## config.mk

```make
export PLATFORM = sky130hd
export DESIGN_NAME = hamming_decoder_flat
export DESIGN_NICKNAME = d
export VERILOG_FILES = /design/src/rtl/hamming_decoder_if.sv /design/src/rtl/hamming_decoder.sv /design/src/flat_wrapper.sv
export SDC_FILE = /design/constraint.sdc
export NUM_CORES = 1
export LEC_CHECK = 0
export BUFFER_PORTS_ARGS = -buffer_cell sky130_fd_sc_hd__buf_4
export CAP_MARGIN = 20
export CORE_MARGIN = 2
export CORE_UTILIZATION = 50
export DETAILED_ROUTE_END_ITERATION = 7
export HOLD_SLACK_MARGIN = 0.05
export PLACE_DENSITY = 0.83
export RECOVER_POWER = 100
export SETUP_SLACK_MARGIN = 0.1
export SYNTH_ARGS = -nofsm -noshare
export SYNTH_HDL_FRONTEND = slang
export SYNTH_SLANG_ARGS = --single-unit
```

## constraint.sdc

```tcl
create_clock -name clk -period 2.7 [get_ports clk]
set_input_delay 0.135 -clock clk [delete_from_list [all_inputs] [get_ports clk]]
set_output_delay 0.135 -clock clk [all_outputs]
set_load 0.03 [all_outputs]
```

## src/rtl/hamming_decoder_if.sv

```systemverilog
`default_nettype none
// ============================================================================
// Module      : hamming_decoder_if
// Description : Byte-wide memory bus used by the Hamming(16,11) decoder.
//               A combinational read port (address out, data back in the same
//               cycle) and a single-byte write port.
// Revision    : 1.0 - initial release
// ----------------------------------------------------------------------------
// Signals
//   raddr    : read address               (master -> slave)
//   DataOut  : read data, same-cycle      (slave  -> master)
//   WriteEn  : write strobe, one byte/cyc (master -> slave)
//   waddr    : write address              (master -> slave)
//   DataIn   : write data                 (master -> slave)
// ============================================================================
interface hamming_decoder_if #(
  parameter int W = 8
) ();
  logic [W-1:0] raddr;
  logic [W-1:0] DataOut;
  logic         WriteEn;
  logic [W-1:0] waddr;
  logic [W-1:0] DataIn;

  modport master (
    output raddr,
    input  DataOut,
    output WriteEn,
    output waddr,
    output DataIn
  );

  modport slave (
    input  raddr,
    output DataOut,
    input  WriteEn,
    input  waddr,
    input  DataIn
  );
endinterface
`default_nettype wire

```

## src/rtl/hamming_decoder.sv

```systemverilog
`default_nettype none
// ============================================================================
// Module      : hamming_decode_core
// Description : Purely combinational Hamming(16,11)+overall-parity decoder.
//               Word layout: c[15:9]=d10..d4, c8=p8, c[7:5]=d3..d1, c4=p4,
//               c3=d0, c2=p2, c1=p1, c0=p0 (even parity over all 16 bits).
// Revision    : 1.0 - initial release
// ----------------------------------------------------------------------------
// Ports
//   code  : received 16-bit code word
//   data  : 11-bit payload, single errors corrected
//   flags : 00 clean, 01 single error corrected, 10 double error detected
// ============================================================================
module hamming_decode_core (
  input  logic [15:0] code,
  output logic [10:0] data,
  output logic [1:0]  flags
);
  // Syndrome bit j is the parity of every position whose index has bit j set;
  // that equals the XOR of the indices of all set bits.
  localparam logic [15:0] c_mask_s0 = 16'hAAAA;
  localparam logic [15:0] c_mask_s1 = 16'hCCCC;
  localparam logic [15:0] c_mask_s2 = 16'hF0F0;
  localparam logic [15:0] c_mask_s3 = 16'hFF00;

  logic [3:0] syndrome;
  logic       parity;

  always_comb begin
    syndrome[0] = ^(code & c_mask_s0);
    syndrome[1] = ^(code & c_mask_s1);
    syndrome[2] = ^(code & c_mask_s2);
    syndrome[3] = ^(code & c_mask_s3);
    parity      = ^code;
  end

  // A data bit is flipped only when overall parity fails and the syndrome
  // points at its position; a double error (parity good, syndrome nonzero)
  // leaves the payload untouched.
  for (genvar j = 0; j < 11; j++) begin : g_data
    localparam int c_pos = (j == 0) ? 3 : (j < 4) ? j + 4 : j + 5;
    assign data[j] = code[c_pos] ^ (parity && (syndrome == 4'(c_pos)));
  end

  always_comb begin
    flags = 2'b00;
    if (parity) begin
      flags = 2'b01;
    end else if (syndrome != 4'd0) begin
      flags = 2'b10;
    end
  end
endmodule

// ============================================================================
// Module      : hamming_decoder
// Description : Walks NUM_WORDS encoded words (stored low byte first from
//               SRC_BASE), decodes each one, and writes payload plus status
//               (low byte = d[7:0], high byte = {flags,3'b000,d[10:8]}) from
//               DST_BASE. Five cycles per word; done holds until Init/reset.
//               Assumes W >= 8 (one encoded byte per memory location).
// Revision    : 1.0 - initial release
// ----------------------------------------------------------------------------
// Ports
//   clk        : clock, all state on rising edge
//   reset      : asynchronous active-high reset
//   Init       : synchronous start/hold; pass starts on first edge after fall
//   mem        : memory bus (master side)
//   single_cnt : words with a corrected single error this pass
//   double_cnt : words with a detected double error this pass
//   done       : pass complete
// ============================================================================
module hamming_decoder #(
  parameter int W         = 8,
  parameter int NUM_WORDS = 15,
  parameter int SRC_BASE  = 30,
  parameter int DST_BASE  = 0
) (
  input  logic                  clk,
  input  logic                  reset,
  input  logic                  Init,
  hamming_decoder_if.master     mem,
  output logic [W-1:0]          single_cnt,
  output logic [W-1:0]          double_cnt,
  output logic                  done
);
  typedef enum logic [2:0] {
    S_IDLE  = 3'd0,
    S_RD_LO = 3'd1,
    S_RD_HI = 3'd2,
    S_DEC   = 3'd3,
    S_WR_LO = 3'd4,
    S_WR_HI = 3'd5,
    S_DONE  = 3'd6
  } state_t;

  localparam logic [5:0]   c_last_idx = 6'(NUM_WORDS - 1);
  localparam logic [W-1:0] c_src_base = W'(SRC_BASE);
  localparam logic [W-1:0] c_dst_base = W'(DST_BASE);
  localparam logic [W-1:0] c_one      = W'(1);

  state_t       state_q,  state_d;
  logic [5:0]   idx_q,    idx_d;
  logic [15:0]  code_q,   code_d;
  logic [10:0]  data_q,   data_d;
  logic [1:0]   flags_q,  flags_d;
  logic [W-1:0] single_q, single_d;
  logic [W-1:0] double_q, double_d;

  logic [W-1:0] word_ofs;
  logic [W-1:0] src_addr;
  logic [W-1:0] dst_addr;
  logic [10:0]  dec_data;
  logic [1:0]   dec_flags;

  logic [W-1:0] raddr_c;
  logic [W-1:0] waddr_c;
  logic [W-1:0] wdata_c;
  logic         wen_c;

  hamming_decode_core u_core (
    .code  (code_q),
    .data  (dec_data),
    .flags (dec_flags)
  );

  // Each word occupies two bytes; address arithmetic wraps at 2^W.
  assign word_ofs = W'({idx_q, 1'b0});
  assign src_addr = c_src_base + word_ofs;
  assign dst_addr = c_dst_base + word_ofs;

  always_comb begin
    state_d  = state_q;
    idx_d    = idx_q;
    code_d   = code_q;
    data_d   = data_q;
    flags_d  = flags_q;
    single_d = single_q;
    double_d = double_q;
    raddr_c  = '0;
    waddr_c  = '0;
    wdata_c  = '0;
    wen_c    = 1'b0;

    // Init overrides the whole FSM, and the bus is silenced in the same
    // cycle so an abort landing in WR_LO/WR_HI cannot strobe a write.
    if (Init) begin
      state_d  = S_IDLE;
      idx_d    = '0;
      code_d   = '0;
      data_d   = '0;
      flags_d  = '0;
      single_d = '0;
      double_d = '0;
    end else begin
      case (state_q)
        S_IDLE: begin
          state_d = S_RD_LO;
        end
        S_RD_LO: begin
          raddr_c     = src_addr;
          code_d[7:0] = mem.DataOut[7:0];
          state_d     = S_RD_HI;
        end
        S_RD_HI: begin
          raddr_c      = src_addr + c_one;
          code_d[15:8] = mem.DataOut[7:0];
          state_d      = S_DEC;
        end
        S_DEC: begin
          data_d  = dec_data;
          flags_d = dec_flags;
          if (dec_flags == 2'b01) begin
            single_d = single_q + c_one;
          end
          if (dec_flags == 2'b10) begin
            double_d = double_q + c_one;
          end
          state_d = S_WR_LO;
        end
        S_WR_LO: begin
          wen_c   = 1'b1;
          waddr_c = dst_addr;
          wdata_c = W'(data_q[7:0]);
          state_d = S_WR_HI;
        end
        S_WR_HI: begin
          wen_c   = 1'b1;
          waddr_c = dst_addr + c_one;
          wdata_c = W'({flags_q, 3'b000, data_q[10:8]});
          if (idx_q == c_last_idx) begin
            state_d = S_DONE;
          end else begin
            idx_d   = idx_q + 6'd1;
            state_d = S_RD_LO;
          end
        end
        S_DONE: begin
          state_d = S_DONE;
        end
        default: begin
          state_d = S_IDLE;
        end
      endcase
    end
  end

  always_ff @(posedge clk or posedge reset) begin
    if (reset) begin
      state_q  <= S_IDLE;
      idx_q    <= '0;
      code_q   <= '0;
      data_q   <= '0;
      flags_q  <= '0;
      single_q <= '0;
      double_q <= '0;
    end else begin
      state_q  <= state_d;
      idx_q    <= idx_d;
      code_q   <= code_d;
      data_q   <= data_d;
      flags_q  <= flags_d;
      single_q <= single_d;
      double_q <= double_d;
    end
  end

  assign mem.raddr   = raddr_c;
  assign mem.waddr   = waddr_c;
  assign mem.DataIn  = wdata_c;
  assign mem.WriteEn = wen_c;

  assign single_cnt = single_q;
  assign double_cnt = double_q;
  assign done       = (state_q == S_DONE) && !Init;
endmodule
`default_nettype wire

```

## src/flat_wrapper.sv

```systemverilog
// flat-port wrapper written by rule: the top's interface ports become plain ports
module hamming_decoder_flat 
#(
  parameter int W         = 8,
  parameter int NUM_WORDS = 15,
  parameter int SRC_BASE  = 30,
  parameter int DST_BASE  = 0
)
  (clk, reset, Init, single_cnt, double_cnt, done, mem_raddr, mem_DataOut, mem_WriteEn, mem_waddr, mem_DataIn);
  hamming_decoder_if #(.W(W)) mem_i ();
  input  logic clk;
  input  logic reset;
  input  logic Init;
  output logic [W-1:0] single_cnt;
  output logic [W-1:0] double_cnt;
  output logic done;
  output wire logic [$bits(mem_i.raddr)-1:0] mem_raddr;
  input wire logic [$bits(mem_i.DataOut)-1:0] mem_DataOut;
  output wire logic [$bits(mem_i.WriteEn)-1:0] mem_WriteEn;
  output wire logic [$bits(mem_i.waddr)-1:0] mem_waddr;
  output wire logic [$bits(mem_i.DataIn)-1:0] mem_DataIn;
  assign mem_raddr = mem_i.raddr;
  assign mem_i.DataOut = mem_DataOut;
  assign mem_WriteEn = mem_i.WriteEn;
  assign mem_waddr = mem_i.waddr;
  assign mem_DataIn = mem_i.DataIn;
  hamming_decoder #(.W(W), .NUM_WORDS(NUM_WORDS), .SRC_BASE(SRC_BASE), .DST_BASE(DST_BASE)) u_core (.clk(clk), .reset(reset), .Init(Init), .mem(mem_i), .single_cnt(single_cnt), .double_cnt(double_cnt), .done(done));
endmodule
```

==> results of run 1 <==
## power by group
| group | internal [mW] | total (mW) | switching, mW |
|---|---|---|---|
| clock network | 0.208 | 0.470 | 0.262 |
| logic | 0.233 | 0.645 | 0.412 |
| registers | 0.838 | 0.878 | 0.0405 |
| total | 1.28 | 1.99 | 0.715 |
## through the flow
stage                     instance area, µm²  std cells  hold WS [ns]  util, %
after floorplan                         3450        374         0.266        -
after global placement                  3890        490         0.235     57.6
after detailed placement                3890        490         0.234     57.6
after CTS                               4000        499        0.0628     59.1
after global routing                    3970        502        0.0641     58.8
final                                   3970        502        0.0671     58.8
## Yosys cell counts
cell and number:
o31ai_1 5, buf_6 1, inv_1 8, a21oi_1 22, nand4b_1 1, ha_1 5
xor2_2 6, or3_1 1, buf_4 1, xnor2_2 1, nor4_2 2, a221oi_1 1
o21ba_2 1, mux2_4 1, nor4_1 8, nand3_1 4, nor2b_1 9, mux2i_1 15
and2_1 5, nor3_1 11, or2_2 3, a21oi_4 1, a211o_1 2, nor3b_1 1
a211oi_1 12, o22ai_1 11, buf_2 1, nor4b_1 1, nand3b_1 1, o211a_4 1
mux2_2 8, nor2_1 53, xnor2_1 19, a211oi_2 1, nand2b_1 5, and3_1 4
nand2_1 18, or4_1 5, and4_1 1, nand4_1 9, conb_1 1, o21ai_0 12
clkbuf_1 18, dfrtp_1 54, xor2_1 24
## tightest hold or removal path, stage by stage
cell and delay [ns]:
buf_4 0.11, nand2_1 0.05, a21oi_1 0.05
## what timing repair did
action / CTS / global route
resized for setup: 0 / 12
endpoints found under the hold margin: 27 / 0
hold buffers: 1 / 0
endpoints found under the setup margin: 0 / 10
buffers inserted: 0 / 3
## state kept, by name, indices dropped and copies added (netlist names)
signal / cells
u_core.state_q: 3
u_core.data_q: 11
u_core.code_q: 16
u_core.double_cnt: 8
u_core.single_cnt: 8
u_core.flags_q: 2
u_core.idx_q: 6
## logic make-up after synthesis
| family | after synthesis | synth area share (%) |
|---|---|---|
| xor+xnor | 50 | 14.2 |
| simple gates | 142 | 20.9 |
| buf+inv | 29 | 3.51 |
| fa+ha+maj | 5 | 1.81 |
| other cells | 1 | 0.109 |
| flops | 54 | 39.1 |
| mux | 24 | 7.39 |
| compound gates | 69 | 13.0 |
## per-layer routing
metal | part of all wire (%) | vias to the layer above
met5 | 0 | -
met4 | 2.4 | 0
met3 | 5.5 | 16
met2 | 49 | 101
met1 | 43 | 1461
li1 | - | 1395
## path summary, 6_finish.rpt
check	startpoint	endpoint	slack [ns]	cells past startpoint
max reg2reg	u_core.code_q[11]	u_core.data_q[4]	-0.03	7
min reg2reg	u_core.data_q[7]	u_core.data_q[7]	0.58	2
max	u_core.code_q[11]	u_core.data_q[4]	-0.03	7
max in group asynchronous	reset	u_core.data_q[9]	0.83	4
min	mem_DataOut[2]	u_core.code_q[10]	0.07	3
min in group asynchronous	reset	u_core.single_cnt[3]	0.62	3
## cell usage in the layout, fill, tap and decap left out, types with 12 or more instances in the layout
master    count
a21oi_1      22
nor2_1       52
mux2i_1      15
clkbuf_1     32
buf_4        20
nand2_1      18
xor2_1       23
a211oi_1     12
dfrtp_1      54
o21ai_0      12
## layout make-up
class | instances | share of cell area [%]
Sequential cell | 54 | 34.0
Clock buffer | 7 | 2.17
Multi-Input combinational cell | 291 | 52.3
Tap cell | 80 | 2.52
Clock inverter | 1 | 0.126
Inverter | 8 | 0.756
Timing Repair Buffer | 61 | 8.15
==> out/qor.csv, run 1 <==
stage;metric;value;unit
final_layout;antenna_cells;0;
sta;rsz0062_at_grt;true;
setup_path;criticalPathCategory;reg2reg;
synthesis;synth_fp_nets;390;
grt;grt.busiest_layer;met2;
synthesis;ys_top_cells_by_area;dfrtp_1 39%, xor2_1 6.1%, nor2_1 5.8%, xnor2_1 4.8%, mux2i_1 4.3%;
power_and_ir_drop;powerDensity;502;mW/mm²
die;coreArea;0.00676;mm²
outcome;outcome;finished, violations left;
grt;first_global_vias;2792;
place;gp_congestion;0.958;
place;hpwl;5.77;mm
setup_path;slowest_delay;0.57;ns
die;die-area;0.00759;mm²
final_layout;n_fill_cell;589;
synthesis;synth_area_per_cell;9.24;µm²
final_layout;layout-drive-gt1-share;17.1;%
power_and_ir_drop;fin_total_pwr;1.99;mW
grt;overflow;0;
drt;first_iter_violations;186;
sta;fin_crit;2.73;ns
grt;use_met3;5.02;%
setup_path;crit_path_frequent_cell;xor2_1;
sta;setup_viol;1;
drt;drt-total-wl;8.29;mm
die;rows;30;
clocking;clock_path_buffers;2;
setup_path;cp.arrival;2.95;ns
synthesis;yosysUniqueCellTypes;45;
synthesis;yosysTopAreaCellShare;39.1;%
synthesis;syn_inst;374;
drt;drt-vias-per-instance;5.92;
die;io_pins;53;
die;fp.dieH;87.1;µm
clocking;clock_latency;0.32;ns
sta;min_period_over_period;101;%
sta;slew_headroom;30.2;%
drt;drcViolationCount;0;
sta;finalHoldViolations;0;
worst_hold_path;hold_path.class;in2reg;
die;die_w;87.1;µm
drt;wl_per_cell;16.5;µm
drt;ant_nets;0;
place;place_ws;0.167;ns
sta;tightest_slew;1.05;ns
grt;antenna_found_initial;0;
grt;grt_pass1_wl;12.9;mm
clocking;cts_buffers;5;
setup_path;startpoint_type;register;
synthesis;yosysTopAreaCell;dfrtp_1;
final_layout;multi_input_area;0.00208;mm²
clocking;root_buffer;clkbuf_8;
sta;finalMaxSlewViolations;0;
clocking;cts_sinks;54;
setup_path;crit_fanout;6;
sta;worst_slack;-0.0344;ns
power_and_ir_drop;irDropWorstVdd;0.260;mV
drt;dr_total_vias;2973;
synthesis;seq_area_frac_synth;39.1;%
synthesis;ys_seq_elements;54;
clocking;cts_tree;built;
grt;grtUsageMet1;27.9;%
drt;firstDrtPassIters;4;
synthesis;netlist_area;0.00345;mm²
synthesis;yosysWarnings;0;
power_and_ir_drop;leakagePower;1.64;nW
outcome;violations;negative setup slack;
place;portBuffers;51;
die;start_util;51.1;%
sta;fin_tns_setup;-0.0344;ns
sta;fmax;366;MHz
setup_path;end_kind;register;
final_layout;area_growth;15.0;%
grt;grt_max_degree;68;
sta;fin_skew;0.00719;ns
setup_path;slowest_stage;nor4_1;
final_layout;ff_latch_area;0.00135;mm²
setup_path;cp_cell_sequence;xor2_1 -> xor2_2 -> buf_4 -> nor4_1 -> o22ai_1 -> xor2_1 -> a211oi_1;
grt;grt.total_usage;21.4;%
final_layout;fin_nets;437;
clocking;path_clk_slew;0.09;ns
clocking;htreeDepth;2;
setup_path;critical_path_buf_inv_count;1;
grt;met2_usage;34.9;%
setup_path;cp.required;2.91;ns
setup_path;critPathTopFamily;XOR/XNOR gates;
run;drv_cap;0;
(Power assumes the default switching activity.)
==> run 2: changes to the inputs <==
Settings changed: RECOVER_POWER 100 to 50.
==> out/qor.csv, run 2 (synthesized netlist as in run 1, its figures left out) <==
stage;metric;value;unit;change
sta;holdWs;0.0657;ns;-0.00140 ns
drt;firstDrtPassIters;4;;unchanged
power_and_ir_drop;leakagePower;1.71;nW;+4.0%
sta;rsz0062_at_grt;true;;
drt;ant_nets;0;;unchanged
grt;grt.total_usage;21.4;%;unchanged
final_layout;final_common_cell;dfrtp_1;;
setup_path;crit_end;u_core.data_q[4];;
setup_path;crit_fanout;6;;unchanged
die;io_pins;53;;unchanged
die;rows;30;;unchanged
setup_path;cp.required;2.91;ns;about the same
setup_path;worstRegToRegCells;7;;unchanged
final_layout;largest_reg_flops;16;;unchanged
setup_path;r2r_slack;0.001;ns;+0.04 ns
final_layout;post-route-util;59.9;%;+1.0 points
drt;drcViolationCount;0;;unchanged
outcome;outcome;completed;;
drt;drt-total-wl;8.29;mm;about the same
final_layout;layout_common_cells;54 x dfrtp_1, 52 x nor2_1, 41 x buf_4, 23 x xor2_1, 22 x a21oi_1;;
run;drv_cap;0;;unchanged
grt;first_global_vias;2792;;unchanged
sta;tightest_slew;1.05;ns;+0.00710 ns
final_layout;final_area;0.00404;mm²;+1.8%
die;coreArea;0.00676;mm²;unchanged
setup_path;worstReg2RegEnd;u_core.data_q[4];;
setup_path;cp.arrival;2.91;ns;-0.04 ns
setup_path;rr_startpoint;u_core.code_q[11];;
clocking;root_buffer;clkbuf_8;;
setup_path;startpoint_type;register;;
drt;dr_total_vias;2968;;-0.17%
clocking;path_clk_slew;0.09;ns;about the same
clocking;htreeDepth;2;;unchanged
setup_path;end_kind;register;;
grt;overflow;0;;unchanged
place;hpwl;5.77;mm;unchanged
sta;fin_skew;0.00808;ns;+0.000892 ns
final_layout;n_fill_cell;580;;-1.5%
power_and_ir_drop;irDropWorstVdd;0.260;mV;about the same
drt;first_iter_violations;154;;-17%
clocking;cts_tree;built;;
die;die_w;87.1;µm;unchanged
power_and_ir_drop;fin_total_pwr;2.00;mW;+0.43%
drt;wl_per_cell;16.5;µm;about the same
sta;min_period_over_period;100;%;-1.3 points
grt;grt_max_degree;68;;unchanged
die;start_util;51.1;%;unchanged
sta;fmax;371;MHz;+1.3%
final_layout;fin_nets;437;;unchanged
setup_path;criticalPathCategory;reg2reg;;
worst_hold_path;hold_path.class;in2reg;;
place;gp_congestion;0.958;;unchanged
sta;worst_slack;0.00109;ns;+0.0355 ns
drt;drt-vias-per-instance;5.91;;-0.17%
clocking;clock_path_buffers;2;;unchanged
sta;finalMaxSlewViolations;0;;unchanged
clocking;cts_buffers;5;;unchanged
power_and_ir_drop;powerDensity;495;mW/mm²;-1.3%
sta;slew_headroom;29.8;%;-0.47 points
die;die-area;0.00759;mm²;unchanged
place;place_ws;0.167;ns;unchanged
sta;finalHoldViolations;0;;unchanged
place;portBuffers;51;;unchanged
sta;setup_viol;0;;-1
die;fp.dieH;87.1;µm;unchanged
grt;grt_pass1_wl;12.9;mm;unchanged
final_layout;layout-drive-gt1-share;20.6;%;+3.6 points
clocking;clock_latency;0.32;ns;about the same
clocking;cts_sinks;54;;unchanged
final_layout;antenna_cells;0;;unchanged
sta;fin_crit;2.70;ns;-0.0355 ns
final_layout;largestRegisters;u_core.code_q: 16 flops, u_core.data_q: 11 flops;;
final_layout;area_growth;17.1;%;
final_layout;max_flop_register;u_core.code_q;;
setup_path;crit_start;u_core.code_q[11];;
place;place_area;0.00389;mm²;unchanged
grt;antenna_found_initial;0;;unchanged
run 2: what timing repair did:
item                       CTS  global route
gates resized for setup      0            12
setup endpoints to repair    0            10
buffers inserted             0             3
hold buffers                 1             0
hold endpoints to repair    27             0
run 2: layer usage:
layer  global-route usage [%]  vias to the layer above  wire length (µm)
li1                         -                     1398                 -
met1                     27.9                     1452              3540
met4                     7.55                        0               208
met3                     5.02                       19               493
met2                     34.9                       99              4040
met5                        0                        -                 0
run 2: worst min path at each step:
stage	start	to	slack, ns	cells after the start
finish	mem_DataOut[2]	u_core.code_q[10]	0.07	3
CTS	mem_DataOut[2]	u_core.code_q[10]	0.06	3
global route	mem_DataOut[2]	u_core.code_q[10]	0.06	3
floorplan	mem_DataOut[2]	u_core.code_q[10]	0.27	2
global placement	reset	u_core.single_cnt[5]	0.24	2
detailed placement	reset	u_core.single_cnt[5]	0.23	2
run 2: power breakdown:
| group | internal, mW | leakage (nW) | switching, mW | total, mW |
|---|---|---|---|---|
| sequential | 0.838 | 0.744 | 0.0405 | 0.878 |
| clock | 0.208 | 0.0482 | 0.265 | 0.473 |
| combinational | 0.238 | 0.917 | 0.412 | 0.650 |
| total | 1.28 | 1.71 | 0.718 | 2.00 |
run 2: area by class of cell:
cell class                      count  area (µm²)  share of cell area (%)
Tap cell                           80         100                    2.48
Timing Repair Buffer               61         394                    9.75
Clock buffer                        7        86.3                    2.13
Clock inverter                      1        5.00                   0.124
Multi-Input combinational cell    291        2080                    51.4
Inverter                            8        30.0                   0.743
Sequential cell                    54        1350                    33.4
run 2: per-stage QoR:
stage               std cells  setup TNS [ns]
floorplan                 374               0
global placement          490               0
detailed placement        490               0
CTS                       499               0
global route              502          -0.265
finish                    502               0
run 2: critical path: stages, from the launching register on:
cell and delay (ns):
dfrtp_1 0.44, xor2_1 0.44, xor2_2 0.24, buf_4 0.21, nor4_1 0.57, o22ai_1 0.21
xor2_1 0.20, a211oi_1 0.28
